File: src/rtl/keypad_pkg.sv
// -----------------------------------------------------------------------------
// keypad_pkg
// Shared types and constants for the keypad digit-entry block.
//   ROWS / COLS   : keypad geometry (4x4)
//   scan_state_t  : scan FSM states (SCAN, DEBOUNCE, HELD)
//   KEY_MAP       : hex code per [row][col], rows listed top to bottom
//   cnt_width()   : counter width for a count of n, never less than 1 bit
// -----------------------------------------------------------------------------
package keypad_pkg;

   localparam int ROWS = 4;
   localparam int COLS = 4;

   typedef enum logic [1:0] {
      SCAN     = 2'd0,
      DEBOUNCE = 2'd1,
      HELD     = 2'd2
   } scan_state_t;

   localparam logic [3:0] KEY_MAP [ROWS][COLS] = '{
      '{4'h1, 4'h2, 4'h3, 4'hA},
      '{4'h4, 4'h5, 4'h6, 4'hB},
      '{4'h7, 4'h8, 4'h9, 4'hC},
      '{4'hE, 4'h0, 4'hF, 4'hD}
   };

   function automatic int cnt_width(input int n);
      return (n > 1) ? $clog2(n) : 1;
   endfunction

endpackage

File: src/rtl/display_refresh_mux.sv
// -----------------------------------------------------------------------------
// display_refresh_mux
// Time-multiplexes NUM_DIGITS stored hex digits onto NUM_DIGITS displays.
// Each position stays selected for REFRESH_CYCLES clocks.
//   clk             : system clock
//   reset           : asynchronous, active-low
//   digits_i        : packed digit buffer, position i in bits [4i+3:4i]
//   mask_i          : 1 = position has been written
//   display_sel_o   : one-hot active-high display enable (registered)
//   display_digit_o : digit of the selected position (registered)
//   display_blank_o : 1 = selected position never written (registered)
// -----------------------------------------------------------------------------
module display_refresh_mux
   import keypad_pkg::*;
#(
   parameter int NUM_DIGITS     = 2,
   parameter int REFRESH_CYCLES = 19200
) (
   input  logic                    clk,
   input  logic                    reset,
   input  logic [NUM_DIGITS*4-1:0] digits_i,
   input  logic [NUM_DIGITS-1:0]   mask_i,
   output logic [NUM_DIGITS-1:0]   display_sel_o,
   output logic [3:0]              display_digit_o,
   output logic                    display_blank_o
);

   localparam int RW = cnt_width(REFRESH_CYCLES);
   localparam int IW = cnt_width(NUM_DIGITS);
   localparam logic [RW-1:0] REF_LAST = RW'(REFRESH_CYCLES - 1);
   localparam logic [IW-1:0] IDX_LAST = IW'(NUM_DIGITS - 1);

   logic [RW-1:0]         ref_q, ref_d;
   logic [IW-1:0]         idx_q, idx_d;
   logic [NUM_DIGITS-1:0] sel_q, sel_d;
   logic [3:0]            digit_q, digit_d;
   logic                  blank_q, blank_d;

   always_ff @(posedge clk or negedge reset) begin
      if (!reset) begin
         ref_q   <= '0;
         idx_q   <= '0;
         sel_q   <= NUM_DIGITS'(1);
         digit_q <= 4'h0;
         blank_q <= 1'b1;
      end else begin
         ref_q   <= ref_d;
         idx_q   <= idx_d;
         sel_q   <= sel_d;
         digit_q <= digit_d;
         blank_q <= blank_d;
      end
   end

   always_comb begin
      ref_d = ref_q + RW'(1);
      idx_d = idx_q;
      if (ref_q == REF_LAST) begin
         ref_d = '0;
         idx_d = (idx_q == IDX_LAST) ? '0 : idx_q + IW'(1);
      end
   end

   // Output registers follow idx_q, so the displays change one cycle after idx.
   always_comb begin
      sel_d   = '0;
      digit_d = 4'h0;
      blank_d = 1'b1;
      for (int i = 0; i < NUM_DIGITS; i++) begin
         if (idx_q == IW'(i)) begin
            sel_d[i] = 1'b1;
            digit_d  = digits_i[i*4 +: 4];
            blank_d  = ~mask_i[i];
         end
      end
   end

   assign display_sel_o   = sel_q;
   assign display_digit_o = digit_q;
   assign display_blank_o = blank_q;

endmodule

File: src/rtl/keypad_digit_entry.sv
// -----------------------------------------------------------------------------
// keypad_digit_entry
// Scans a 4x4 hex keypad, debounces presses and releases, keeps the last
// NUM_DIGITS accepted keys (digit 0 newest) and refreshes them onto displays.
//   clk           : system clock
//   reset         : asynchronous, active-low
//   keypad_hori   : row inputs, pulled up, 0 = key pressed in driven column
//   keypad_vert   : one-cold column drive
//   key_valid     : one-cycle pulse per accepted press
//   key_code      : code of the last accepted key, held
//   display_sel   : one-hot display enable
//   display_digit : digit of the selected position
//   display_blank : 1 = selected position never written
//   dbg_state     : current scan FSM state
//
// Handshake: key_valid is a single-cycle strobe with no back-pressure; the
// digit buffer captures key_code on every cycle key_valid is high.
// -----------------------------------------------------------------------------
module keypad_digit_entry
   import keypad_pkg::*;
#(
   parameter int NUM_DIGITS      = 2,
   parameter int SCAN_SETTLE     = 16,
   parameter int DEBOUNCE_CYCLES = 2_000_000,
   parameter int REFRESH_CYCLES  = 19200
) (
   input  logic                  clk,
   input  logic                  reset,
   input  logic [3:0]            keypad_hori,
   output logic [3:0]            keypad_vert,
   output logic                  key_valid,
   output logic [3:0]            key_code,
   output logic [NUM_DIGITS-1:0] display_sel,
   output logic [3:0]            display_digit,
   output logic                  display_blank,
   output logic [1:0]            dbg_state
);

   localparam int SW = cnt_width(SCAN_SETTLE);
   localparam int DW = cnt_width(DEBOUNCE_CYCLES);
   localparam logic [SW-1:0] SETTLE_LAST = SW'(SCAN_SETTLE - 1);
   localparam logic [DW-1:0] DEB_LAST    = DW'(DEBOUNCE_CYCLES - 1);

   scan_state_t             state_q, state_d;
   logic [1:0]              col_q, col_d;
   logic [1:0]              row_q, row_d;
   logic [SW-1:0]           settle_q, settle_d;
   logic [DW-1:0]           cnt_q, cnt_d;
   logic [3:0]              meta_q, sync_q;
   logic                    key_valid_q, key_valid_d;
   logic [3:0]              key_code_q, key_code_d;
   logic [NUM_DIGITS*4-1:0] digits_q, digits_d;
   logic [NUM_DIGITS-1:0]   mask_q, mask_d;

   logic       row_bit;
   logic       one_low;
   logic [1:0] low_idx;

   // ---------------- state register ----------------
   always_ff @(posedge clk or negedge reset) begin
      if (!reset) begin
         state_q     <= SCAN;
         col_q       <= 2'd0;
         row_q       <= 2'd0;
         settle_q    <= '0;
         cnt_q       <= '0;
         meta_q      <= 4'hF;
         sync_q      <= 4'hF;
         key_valid_q <= 1'b0;
         key_code_q  <= 4'h0;
         digits_q    <= '0;
         mask_q      <= '0;
      end else begin
         state_q     <= state_d;
         col_q       <= col_d;
         row_q       <= row_d;
         settle_q    <= settle_d;
         cnt_q       <= cnt_d;
         meta_q      <= keypad_hori;
         sync_q      <= meta_q;
         key_valid_q <= key_valid_d;
         key_code_q  <= key_code_d;
         if (key_valid_q) begin
            digits_q <= digits_d;
            mask_q   <= mask_d;
         end
      end
   end

   assign row_bit = sync_q[row_q];

   // Only a single low row is a usable press; ghosting/multi-key is skipped.
   always_comb begin
      one_low = 1'b1;
      low_idx = 2'd0;
      case (sync_q)
         4'b1110: low_idx = 2'd0;
         4'b1101: low_idx = 2'd1;
         4'b1011: low_idx = 2'd2;
         4'b0111: low_idx = 2'd3;
         default: one_low = 1'b0;
      endcase
   end

   // ---------------- next-state logic ----------------
   always_comb begin
      state_d     = state_q;
      col_d       = col_q;
      row_d       = row_q;
      settle_d    = settle_q;
      cnt_d       = cnt_q;
      key_valid_d = 1'b0;
      key_code_d  = key_code_q;
      case (state_q)
         SCAN: begin
            if (settle_q == SETTLE_LAST) begin
               settle_d = '0;
               if (one_low) begin
                  row_d   = low_idx;
                  cnt_d   = '0;
                  state_d = DEBOUNCE;
               end else begin
                  col_d = col_q + 2'd1;
               end
            end else begin
               settle_d = settle_q + SW'(1);
            end
         end
         DEBOUNCE: begin
            if (row_bit) begin
               // Bounce: rescan the same column from a fresh settle period.
               state_d  = SCAN;
               settle_d = '0;
               cnt_d    = '0;
            end else if (cnt_q == DEB_LAST) begin
               key_valid_d = 1'b1;
               key_code_d  = KEY_MAP[row_q][col_q];
               cnt_d       = '0;
               state_d     = HELD;
            end else begin
               cnt_d = cnt_q + DW'(1);
            end
         end
         HELD: begin
            if (!row_bit) begin
               cnt_d = '0;
            end else if (cnt_q == DEB_LAST) begin
               state_d  = SCAN;
               col_d    = col_q + 2'd1;
               settle_d = '0;
               cnt_d    = '0;
            end else begin
               cnt_d = cnt_q + DW'(1);
            end
         end
         default: begin
            state_d  = SCAN;
            settle_d = '0;
            cnt_d    = '0;
         end
      endcase
   end

   // ---------------- outputs ----------------
   always_comb begin
      keypad_vert = ~(4'b0001 << col_q);
      key_valid   = key_valid_q;
      key_code    = key_code_q;
      dbg_state   = state_q;
   end

   // Shift buffer: newest key enters position 0, oldest falls off the end.
   always_comb begin
      digits_d      = digits_q;
      mask_d        = mask_q;
      digits_d[3:0] = key_code_q;
      mask_d[0]     = 1'b1;
      for (int i = 1; i < NUM_DIGITS; i++) begin
         digits_d[i*4 +: 4] = digits_q[(i-1)*4 +: 4];
         mask_d[i]          = mask_q[i-1];
      end
   end

   display_refresh_mux #(
      .NUM_DIGITS     (NUM_DIGITS),
      .REFRESH_CYCLES (REFRESH_CYCLES)
   ) u_refresh (
      .clk             (clk),
      .reset           (reset),
      .digits_i        (digits_q),
      .mask_i          (mask_q),
      .display_sel_o   (display_sel),
      .display_digit_o (display_digit),
      .display_blank_o (display_blank)
   );

endmodule

File: config.mk
export PLATFORM = sky130hd
export DESIGN_NAME = keypad_digit_entry
export DESIGN_NICKNAME = d
export VERILOG_FILES = /design/src/rtl/keypad_pkg.sv /design/src/rtl/display_refresh_mux.sv /design/src/rtl/keypad_digit_entry.sv
export SDC_FILE = /design/constraint.sdc
export NUM_CORES = 1
export LEC_CHECK = 0
export ABC_CLOCK_PERIOD_IN_PS = 2750
export CORE_MARGIN = 5
export CORE_UTILIZATION = 35
export DETAILED_ROUTE_END_ITERATION = 10
export PLACE_DENSITY = 0.48
export SLEW_MARGIN = 10
export SYNTH_ARGS = -nofsm -noshare
export SYNTH_HDL_FRONTEND = slang
export SYNTH_SLANG_ARGS = --single-unit
File: constraint.sdc
create_clock -name clk -period 2.75 [get_ports clk]
set_input_delay 0.55 -clock clk [delete_from_list [all_inputs] [get_ports clk]]
set_output_delay 0.55 -clock clk [all_outputs]
set_load 0.005 [all_outputs]
# Word level (Yosys, flattened, before mapping)
# Cells that the tools add are included.
dict set report totals {
  regBits 77
  wordCells 98
}
dict set report op_classes {
  n_bitwise 6
  reduce_logical 9
  n_lt_le_gt_ge 3
  eq_ne 16
  shifts 1
  addsub 5
  mux 42
}
# cell count
set op_table {}
lappend op_table {{21-bit two-way mux} 5}
lappend op_table {{21-bit case mux with 3 select lines} 1}
lappend op_table {{16-bit binary-select mux with 2-bit select} 1}
lappend op_table {{16-bit two-way mux} 2}
lappend op_table {{4-bit two-way mux} 7}
lappend op_table {{21-bit by 1-bit adder with 21-bit output (second input constant)} 1}
lappend op_table {{21-bit == test (second input constant)} 1}
lappend op_table {{2-bit two-way mux} 10}
lappend op_table {{4-bit == test (second input constant)} 4}
lappend op_table {{15-bit by 1-bit adder with 15-bit output (second input constant)} 1}
lappend op_table {{15-bit == test (second input constant)} 1}
lappend op_table {{15-bit two-way mux} 1}
lappend op_table {{2-bit inequality test (second input constant)} 6}
lappend op_table {{2-bit case mux with 3 select lines} 2}
lappend op_table {{4-bit case mux with 3 select lines} 1}
lappend op_table {{5-bit AND reduction} 2}
lappend op_table {{1-bit two-way mux} 9}
lappend op_table {{3-bit AND reduction} 3}
lappend op_table {{4-bit binary-select mux with 2-bit select} 1}
lappend op_table {{3-bit >= comparator (second input constant)} 2}
lappend op_table {{2-bit NOT with 3-bit output} 2}
lappend op_table {{4-bit by 1-bit adder with 4-bit output (second input constant)} 1}
lappend op_table {{4-bit by 3-bit == test with 1-bit output (second input constant)} 1}
lappend op_table {{4-bit NOT} 1}
lappend op_table {{14 further kinds} 16}

# Logic depth before layout (Yosys ltp)
dict set report depth {
  depth_word 7
  mapped_depth 8
  ltp_nobuf 7
}

# By module
# A second synthesis with hierarchy kept.
dict set report unflattened {
  hier_cells 359
  hier_area_um2 3832.4
}
# mod cells_per_inst n_inst seq_area_each_um2 area_each_um2
set modules_own_cells {}
lappend modules_own_cells {keypad_digit_entry 277 1 1361.3 2856.5}
lappend modules_own_cells {display_refresh_mux 82 1 578.1 975.9}

# Least setup slack after synthesis
# Ideal clock, no wire load.
dict set report synth_timing {
  path_type {flip-flop to flip-flop}
  start {reg sync_q[0]}
  end {reg cnt_q[20]}
  slack_ps 731
  setup_time_ps 110
  n_path_buf 3
  required_time_ps 2640
  period_less_slack_ps 2019
  stages_incl_launch_ff 9
  arrival_ps 1909
  path_cell_list {dfstp_2 -> buf_6 -> and4b_1 -> a211o_1 -> a21boi_0 -> buf_2 -> buf_2 -> a22oi_1 -> o41ai_1}
}
dict set report synth_via {
  elab_chain_len 5
  elab_cells_between_ends 13
}
# item line_no
set synth_rtl {}
lappend synth_rtl {{from (decl)} keypad_digit_entry.sv:49} ;# logic [3:0] meta_q, sync_q;
lappend synth_rtl {{from (signal assigned)} keypad_digit_entry.sv:80} ;# sync_q <= meta_q;
lappend synth_rtl {{4-bit by 3-bit == test with 1-bit output / 4-bit == test (equally long branches)} keypad_digit_entry.sv:96} ;# case (sync_q)
lappend synth_rtl {{4-bit OR reduction (no source line)} -}
lappend synth_rtl {{1-bit two-way mux} keypad_digit_entry.sv:96}
lappend synth_rtl {{2-bit inequality test (no source line)} -}
lappend synth_rtl {{2-bit AND reduction (no source line)} -}
lappend synth_rtl {{to (signal assigned)} keypad_digit_entry.sv:78} ;# cnt_q <= cnt_d;
lappend synth_rtl {{to (decl)} keypad_digit_entry.sv:48} ;# logic [DW-1:0] cnt_q, cnt_d;
# Several ways; a longest one is shown, not always the timed one. The select of a mux whose other input is x is not followed.
# A chain may end at the register's enable or synchronous reset.

# Final worst setup path
dict set report layout_timing {
  start {reg row_q[0]}
  end {reg cnt_q[20]}
}
dict set report layout_via {
  elab_chain_len 4
  elab_cells_between_ends 5
}
# item line_no
set layout_rtl {}
lappend layout_rtl {{from (decl)} keypad_digit_entry.sv:46} ;# logic [1:0] row_q, row_d;
lappend layout_rtl {{from (signal assigned)} keypad_digit_entry.sv:76} ;# row_q <= row_d;
lappend layout_rtl {{1-bit binary-select mux with 2-bit select *} keypad_digit_entry.sv:90} ;# assign row_bit = sync_q[row_q];
lappend layout_rtl {{1-bit two-way mux (implied by the code) *} keypad_digit_entry.sv:90}
lappend layout_rtl {{21-bit two-way mux, on equally long branches} {keypad_digit_entry.sv:145, keypad_digit_entry.sv:130}}
lappend layout_rtl {{21-bit case mux with 3 select lines *} keypad_digit_entry.sv:114} ;# case (state_q)
# Every way passes the cells marked *; elsewhere a longest branch is shown, timed or not. The select of a mux whose other input is x is not followed.

==> summary.txt <==
Routing
  – DRT Pass-1 Iters: 4
  – WL final: 7.784 mm
  – Vias per inst: 5.181
  – Wire length per cell: 14.41 um
  – Post-route ant nets: 0
  – Starting DRT DRC Count: 143
  – DRC: 0
  – Vias: 2798

STA
  – Worst rel slew slack: 50.18%
  – Worst-margin pin slew: 740.5 ps
  – Slew Viols, Final: 0
  – Final hold vios: 0
  – Tmin final: 2364 ps
  – TNS Setup: 0 ps
  – Fin crit share: 85.95%
  – FMAX: 423.1 MHz
  – Final setup vio count: 0
  – Hold Slack: 168.7 ps
  – RSZ-0062 raised after global routing: false
  – Final clock skew: 9.081 ps

Power and ir drop
  – Peak supply drop: 0.2374 mV
  – Pleak: 1.889 nW
  – Pwr dens: 582.3 mW/mm2
  – Power Total: 2.595 mW

GRT
  – Grt ovf: 0
  – Initial antenna violation count: 0
  – Vias in the first global route: 2736
  – Pin count of the biggest net entering global routing: 45
  – First-pass GRT wire length: 13.62 mm
  – Tot GR Track Use: 12.76%

Place
  – DP HPWL: 5.386 mm
  – Placed cell count: 524
  – Port Buf Inserts: 23
  – GPL Wtd Cong: 0.8342

Yosys
  – Yosys reg bits: 77
  – Seq/Total Area, Yosys: 49.65%
  – Cell count after synthesis: 373
  – Adder-cell share of the synthesized area: 3.203%
  – Mapped Area: 0.003906 mm2
  – Async S/R FF share, synth: 100.0%
  – Main synth FF type: dfrtp_1
  – Yosys warns: 0
  – Net Count, Synth: 389
  – Count of cell types in the netlist: 60
  – EDFF count, synth: 0
  – Mean Syn Cell Area: 10.47 um2
  – Fraction of synthesized area in multiplexers: 8.232%
  – Synth Area in Compound Gates: 12.81%
  – Largest family of logic cells by synthesized area: simple AND/OR/NAND/NOR gates
  – Synth Area in XOR/XNOR: 3.587%
  – Fraction of the mapped netlist area in simple logic gates: 18.45%

Critical path
  – CP endpoint kind: flip-flop
  – Reg2reg path depth: 5
  – Reg2reg start: row_q[0]
  – Worst R2R Setup Slack: 390 ps
  – Crit path to: cnt_q[20]
  – WS Path Type: reg -> reg
  – Crit start category: flip-flop
  – Critical Path Start: row_q[0]
  – Worst Path Max Fanout: 15
  – CP Data Required Time: 2990 ps
  – Data arrival, critical path: 2600 ps
  – FF-to-FF End: cnt_q[20]

Finish
  – Commonest non-fill, non-tap cell in the layout: dfrtp_1
  – Share of post-route cells with drive strength above 1: 16.50%
  – Ant. Diodes: 0
  – Fin cells: 540
  – P&R area growth vs syn: 14.09%
  – Filler instances: 1065
  – Commonest non-fill, non-tap cells in the layout: 67 x dfrtp_1, 34 x nand2_1, 23 x nor2_1
  – Nets: 411

Clock tree
  – Clk slew on worst S/H paths: 90 ps
  – TritonCTS clock tree: built
  – Longest Clk Path Bufs: 2
  – CTS Hold Bufs: 0
  – Sink Count: 77
  – H-tree depth: 3
  – Post-CTS sizing: 0
  – Clock Latency Late Sink: 350 ps
  – Post-CTS Setup Inserts: 0
  – Root buffer cell: clkbuf_8
  – Num CTS Buffers: 9

Run status
  – Outcome: finished, final reports clean

Floorplanning
  – Initial core utilization: 35.88%
  – Die W: 115.6 um
  – Chip height: 115.6 um
  – Core area: 0.01089 mm2
  – Die area: 0.01337 mm2
  – # IOs: 24
  – Row Count: 38

Run
  – Maximum Capacitance Violations: 0

Worst hold path
  – Hold Path Class: in -> async
==> Yosys cell counts, types with 8 or more instances <==
cell       n  share of area (%)
dfrtp_1   67                 43
o21ai_0   17                2.2
ha_1      10                3.2
nand2_1   34                3.3
a21oi_1   13                1.7
nor3_1    11                1.4
clkbuf_1   8               0.77
inv_1     19                1.8
xnor2_1    9                2.0
a22o_1     8                1.8
nand4_1   12                1.9
nor2_1    23                2.2
nand3_1   17                2.2
dfstp_2   10                6.7
mux2_2    21                6.1
==> registers in the layout (all words and copies together), names as in the netlist <==
signal                     flops
row_q                          2
settle_q                       4
col_q                          2
digits_q                       8
key_valid                      1
dbg_state                      2
cnt_q                         21
u_refresh.ref_q               15
u_refresh.display_blank_o      1
sync_q                         4
u_refresh.display_sel_o        2
meta_q                         4
u_refresh.idx_q                1
key_code                       4
u_refresh.display_digit_o      4
mask_q                         2
==> metrics by stage <==
| stage | util [%] | worst slack (ps) | instance area [um2] |
|---|---|---|---|
| after global routing | 40.93 | 228.7 | 4457 |
| final | 40.93 | 386.3 | 4457 |
| after detailed placement | 39.12 | 419.0 | 4259 |
| after CTS | 40.93 | 356.2 | 4457 |
| after global placement | 39.12 | 498.3 | 4259 |
| after floorplan | - | 731.2 | 3906 |
==> critical path: stages (launching register included) <==
cell     delay [ps]
dfrtp_1         590
mux4_2          620
mux2i_4         270
o21a_4          290
nand2_1         160
o41ai_1         330
==> per-layer routing <==
metal / up-vias / share of wire (%) / global-route usage (%)
li1: 1382 / - / -
met1: 1362 / 48 / 17.65
met2: 44 / 45 / 19.48
met3: 10 / 4.8 / 3.394
met4: 0 / 1.4 / 4.408
met5: - / 0 / 0
==> worst min path at each step <==
stage              start           to  slack (ps)  cells after the start
2_1_floorplan      reset     cnt_q[0]         250                      0
3_3_place_gp   meta_q[3]    sync_q[3]         350                      0
3_5_place_dp   meta_q[0]    sync_q[0]         350                      0
4_1_cts            reset  settle_q[1]         180                      1
5_1_grt            reset  settle_q[1]         210                      1
6_report           reset  settle_q[3]         170                      1
==> report_power, final <==
group	internal, mW	total (mW)	switching, mW	leakage (nW)
logic	0.198	0.500	0.302	0.774
clock network	0.430	0.868	0.438	0.102
registers	1.18	1.23	0.0498	1.01
==> area by class of cell <==
class	instances	area [um2]	area share, %
clock inverters	6	70.07	1.572
multi-input cells	260	1808	40.57
clock buffers	10	127.6	2.864
repair buffers	28	265.3	5.952
inverters	19	71.32	1.600
well taps	140	175.2	3.930
flip-flops and latches	77	1939	43.51
==> logic make-up after synthesis <==
kind of cell,after synthesis
XOR/XNOR,16
buffers and inverters,36
multiplexers,27
AND/OR/NAND/NOR,135
flip-flops,77
adder cells (fa/ha/maj),10
AO/OA/AOI/OAI,72
No activity file was read; power rests on OpenSTA's default activity.
